**src/rtl/tick_counter.sv**
```systemverilog
`default_nettype none
// +--------------------------------------------------------------------------+
// | Module   : tick_counter                                                  |
// | Brief    : Prescaled modulo up/down counter with tick and wrap strobes.  |
// |            Optional synchronous load enabled by TICK_COUNTER_LOAD_EN.    |
// | Revision : 1.0  initial release                                          |
// +--------------------------------------------------------------------------+
module tick_counter #(
    parameter int DIV     = 50_000_000,
    parameter int WIDTH   = 8,
    parameter int MODULUS = 256
) (
    input  logic             clk,
    input  logic             rst,
    input  logic             en,
    input  logic             dir,
`ifdef TICK_COUNTER_LOAD_EN
    input  logic             load,
    input  logic [WIDTH-1:0] load_val,
`endif
    output logic             tick,
    output logic [WIDTH-1:0] q,
    output logic             wrap
);

    localparam int PRE_W = (DIV > 1) ? $clog2(DIV) : 1;

    localparam logic [PRE_W-1:0] c_pre_max = PRE_W'(DIV - 1);
    localparam logic [WIDTH-1:0] c_q_max   = WIDTH'(MODULUS - 1);

    logic [PRE_W-1:0] r_pre;
    logic [WIDTH-1:0] r_q;
    logic             r_tick;
    logic             r_wrap;

    logic             w_step;
    logic             w_load;
    logic [WIDTH-1:0] w_load_q;
    logic [WIDTH-1:0] w_q_next;
    logic             w_wrap_next;

`ifdef TICK_COUNTER_LOAD_EN
    // Out-of-range load values saturate to the top count state.
    assign w_load   = load;
    assign w_load_q = (load_val > c_q_max) ? c_q_max : load_val;
`else
    assign w_load   = 1'b0;
    assign w_load_q = '0;
`endif

    assign w_step = en && (r_pre == c_pre_max);

    always_comb begin
        w_q_next    = r_q;
        w_wrap_next = 1'b0;
        if (!dir) begin
            if (r_q == c_q_max) begin
                w_q_next    = '0;
                w_wrap_next = 1'b1;
            end else begin
                w_q_next = r_q + 1'b1;
            end
        end else begin
            if (r_q == '0) begin
                w_q_next    = c_q_max;
                w_wrap_next = 1'b1;
            end else begin
                w_q_next = r_q - 1'b1;
            end
        end
    end

    always_ff @(posedge clk) begin
        if (rst) begin
            r_pre  <= '0;
            r_q    <= '0;
            r_tick <= 1'b0;
            r_wrap <= 1'b0;
        end else if (w_load) begin
            r_pre  <= '0;
            r_q    <= w_load_q;
            r_tick <= 1'b0;
            r_wrap <= 1'b0;
        end else if (w_step) begin
            r_pre  <= '0;
            r_q    <= w_q_next;
            r_tick <= 1'b1;
            r_wrap <= w_wrap_next;
        end else begin
            if (en) begin
                r_pre <= r_pre + 1'b1;
            end
            r_tick <= 1'b0;
            r_wrap <= 1'b0;
        end
    end

    assign tick = r_tick;
    assign q    = r_q;
    assign wrap = r_wrap;

endmodule
`default_nettype wire
```
**config.mk**
```make
export PLATFORM = sky130hd
export DESIGN_NAME = tick_counter
export DESIGN_NICKNAME = d
export VERILOG_FILES = /design/src/rtl/tick_counter.sv
export SDC_FILE = /design/constraint.sdc
export NUM_CORES = 1
export LEC_CHECK = 0
export BUFFER_PORTS_ARGS = -buffer_cell sky130_fd_sc_hd__buf_2
export CORE_MARGIN = 2
export CORE_UTILIZATION = 35
export CTS_CLUSTER_DIAMETER = 60
export DETAILED_ROUTE_END_ITERATION = 8
export PLACE_DENSITY_LB_ADDON = 0.05
export SLEW_MARGIN = 20
export SYNTH_ARGS = -nofsm -noshare
export SYNTH_HDL_FRONTEND = slang
export SYNTH_SLANG_ARGS = --single-unit
```
**constraint.sdc**
```tcl
create_clock -name clk -period 2.15 [get_ports clk]
set_input_delay 0.3225 -clock clk [delete_from_list [all_inputs] [get_ports clk]]
set_output_delay 0.3225 -clock clk [all_outputs]
set_load 0.005 [all_outputs]
```
# Word level (Yosys, flattened, before mapping)
# Index checks and enable logic that the tools add are counted.
# word_totals
out_inout_bits	10
register_bits	36
in_bits	4
# op_classes
reduce_logical	4
n_bitwise	1
add_sub_neg	3
n_eq_ne	2
mux	7
# ops
cell	n
$add A26 B1 Y26 const B	1
$eq A26 B26 Y1 const B	1
$mux W8	3
$add A8 B1 Y8 const B	1
$eq A8 B8 Y1 const B	1
$logic_not A8 Y1	1
$sub A8 B1 Y8 const B	1
$mux W1	4
$reduce_or A2 Y1	2
$logic_and A1 B1 Y1	1
$not A1 Y1	1

# Logic depth before layout (Yosys ltp)
# logic_depth
depth_word	4
ltp_mapped	7

# Least setup slack after synthesis
# Ideal clock, no wire load.
# synth_path
path_type	register -> register
start	register r_q[0], in the netlist q[0]
end	register r_q[2], in the netlist q[2]
stages_incl_launch_ff	8
path_slack_ns	0.410
arrival_ns	1.621
setup_ns	0.119
path_buffers	1
cell_sequence	dfxtp_1 inv_1 ha_1 nor4b_1 and3_1 clkbuf_1 o211a_1 o221a_2
# synth_between
elab_chain_len	3
word_cells_on_any_way	7
cone_classes	2 x add/sub; 1 x eq/ne; 3 x mux; 1 x reduce/logical
# synth_lines
element	line_no	rtl
start, declared	32	logic [WIDTH-1:0] r_q;
start signal, assigned	81	r_q <= w_load_q;
start signal, assigned	86	r_q <= w_q_next;
$add A8 B1 Y8 (tied with other cells)	61	w_q_next = r_q + 1'b1;
$mux W8 (on tied branches)	57, 64	
$mux W8 *	56	if (!dir) begin
# Mark *: on every way between the ends. The rest lies on a longest branch, timed or not.
# A chain may end at the register's enable or synchronous reset.

# Worst setup path in the final report
# layout_path
start	register r_pre[0]
end	register r_pre[19]
# layout_between
elab_chain_len	3
word_cells_on_any_way	4
cone_classes	1 x add/sub; 1 x eq/ne; 2 x reduce/logical
# layout_lines
element	line_no	rtl
start, declared	31	logic [PRE_W-1:0] r_pre;
start signal, assigned	91	r_pre <= r_pre + 1'b1;
branches (longest 3 deep; another with $add A26 B1 Y26)	-	
# Parallel ways; which one is timed is not known.

==> flow_summary.json <==
{
  "antenna_found_initial": 0,
  "firstDrtPassIters": 4,
  "yosys_warnings": 0,
  "cp-end-kind": "register",
  "cts.sinks": 36,
  "netlist_top_cells_area": "dfxtp_1 (35%), a21oi_1 (4.9%), and4_1 (4.7%)",
  "hold_buffers": 0,
  "drv_cap": 0,
  "fin_area_um2": 2320,
  "fmax_mhz": 546,
  "avgSynthCellArea_um2": 8.54,
  "pin_count": 14,
  "p_total_uw": 1390,
  "nets": 261,
  "ys.flop_type": "dfxtp_1",
  "cts_resized": 0,
  "synth.distinct_cells": 50,
  "async_reset_ff_frac": 0,
  "tightest_slew_ns": 0.486,
  "drive_above_1_share": 0.161,
  "yosysTopAreaCell": "dfxtp_1",
  "ys_seq_area_frac": 0.354,
  "dieHeight_um": 80.2,
  "layout_commonest_cell": "dfxtp_1",
  "clk_latency_ns": 0.29,
  "hp-class": "in2reg",
  "drc": 0,
  "leakage_uw": 0.000841,
  "dpl.hpwl_um": 3430,
  "fin_crit_ns": 1.83,
  "critical_path_class": "reg2reg",
  "ir_worst_vdd_mv": 0.323,
  "slew_violations": 0,
  "die-area_um2": 6430,
  "rsz0062_at_grt": "false",
  "utilization": 0.415,
  "finalClockSkew_ns": 0.00747,
  "synth_top_area_frac": 0.354,
  "cts_tree": "done",
  "setup_viol": 0,
  "final_cell_mix": "dfxtp_1 (36), a21oi_1 (20), nor2_1 (15)",
  "fin_tns_setup_ns": 0,
  "clk_pin_slew_ns": 0.07,
  "dpl_cell_area_um2": 2190,
  "crit_arrival_ns": 2.00,
  "port_buffers": 13,
  "max_slew_margin": 0.672,
  "cp_max_fo": 17,
  "grt_pass1_wl_um": 8450,
  "fill_cells": 588,
  "grt_overflow": 0,
  "die_w_um": 80.2,
  "outcome": "completed",
  "period_share": 0.852,
  "row_count": 27,
  "grt_max_degree": 18,
  "core_area_um2": 5570,
  "netlist_area_um2": 2030,
  "htreeDepth": 2,
  "cts-buffers-inserted": 5,
  "syn_nets": 246,
  "powerDensity_nw_per_um2": 599,
  "cts_buffer_depth": 2,
  "start_util": 0.365,
  "ant_nets": 0,
  "track_usage": 0.169,
  "post_cts_buffers": 0,
  "initialDrtViolationCount": 112,
  "synth_edf_count": 0,
  "hold_viol_final": 0,
  "drt-vias-per-instance": 5.65,
  "wl_um": 4840,
  "vias": 1843,
  "grt_pass1_vias": 1729,
  "diodes": 0,
  "ys_ff_latch": 36,
  "critPathLaunchType": "register",
  "synth_cells": 238,
  "crit_required_ns": 2.32,
  "wl_per_cell_um": 14.8,
  "area_growth_pct": 13.9,
  "ctsRootBufferMaster": "clkbuf_8",
  "routabilityCongestion": 0.801,
  "timing.hold.ws_ns": 0.358
}
logic make-up (layout without fill, tap and decap cells):
logic type	count (synthesis)	in the layout	share of synthesized area
xor gates and xnor gates	13	13	0.0560
DFF	36	36	0.354
muxes	2	2	0.0105
and+or+nand+nor	98	98	0.301
adders and majority gates	4	4	0.0246
AOI/OAI and AO/OA	59	59	0.195
buffers and inverters	26	42	0.0585
flip-flops by register name, summed over array words and instances, names as in the netlist:
register,flops
r_pre,26
q,8
tick,1
wrap,1
power breakdown:
part / total [uW] / switching, uW / internal (uW)
combinational: 52.9 / 32.1 / 20.8
clock: 662 / 252 / 409
sequential: 673 / 3.12 / 670
total: 1390 / 287 / 1100
per-layer routing:
metal | global-route usage | wire, um
met4 | 0.0559 | 68
met1 | 0.239 | 2460
met5 | 0 | 0
met3 | 0.0337 | 143
met2 | 0.257 | 2170
cell type report:
class / count / area [um^2] / share of cell area
clock inverters: 1 / 30.0 / 0.0130
clock buffers: 7 / 96.3 / 0.0416
flip-flops and latches: 36 / 721 / 0.311
inverters: 10 / 37.5 / 0.0162
multi-input cells: 176 / 1190 / 0.515
repair buffers: 24 / 148 / 0.0637
well taps: 72 / 90.1 / 0.0389
worst max-delay path, cell delays in order (launching register included):
cell     delay (ns)
dfxtp_1        0.36
ha_1           0.20
and4_1         0.34
nand3_1        0.27
o21ai_2        0.22
buf_4          0.26
a21oi_1        0.06
metrics by stage:
stage	setup slack, ns	std cells
after CTS	0.288	326
final	0.318	326
after global routing	0.108	326
after global placement	0.321	318
after detailed placement	0.300	318
after floorplan	0.410	238
path summary, 6_finish.rpt:
kind | startpoint | endpoint | slack (ns) | depth (start not counted)
min reg2reg | r_pre[23]$_SDFFE_PP0P_ | r_pre[23]$_SDFFE_PP0P_ | 0.48 | 2
max reg2reg | r_pre[0]$_SDFFE_PP0P_ | r_pre[19]$_SDFFE_PP0P_ | 0.32 | 6
max | r_pre[0]$_SDFFE_PP0P_ | r_pre[19]$_SDFFE_PP0P_ | 0.32 | 6
min | en | r_pre[0]$_SDFFE_PP0P_ | 0.36 | 3
synthesized netlist by cell type, drive strengths merged, types with 2 or more instances:
cell type,instances
nor4b,3
a211oi,4
a21oi,21
or4,8
inv,10
and4,11
clkbuf,9
nand4,8
o22ai,2
and4b,2
ha,4
nand4b,2
and3,4
nor3,6
buf,7
nor2,15
or3,6
o31ai,8
xnor2,5
dfxtp,36
xor2,8
o21ai,8
a41o,2
nand3,12
nor4,3
o32ai,2
nand2,13
o211ai,3
(Power assumes the default switching activity.)
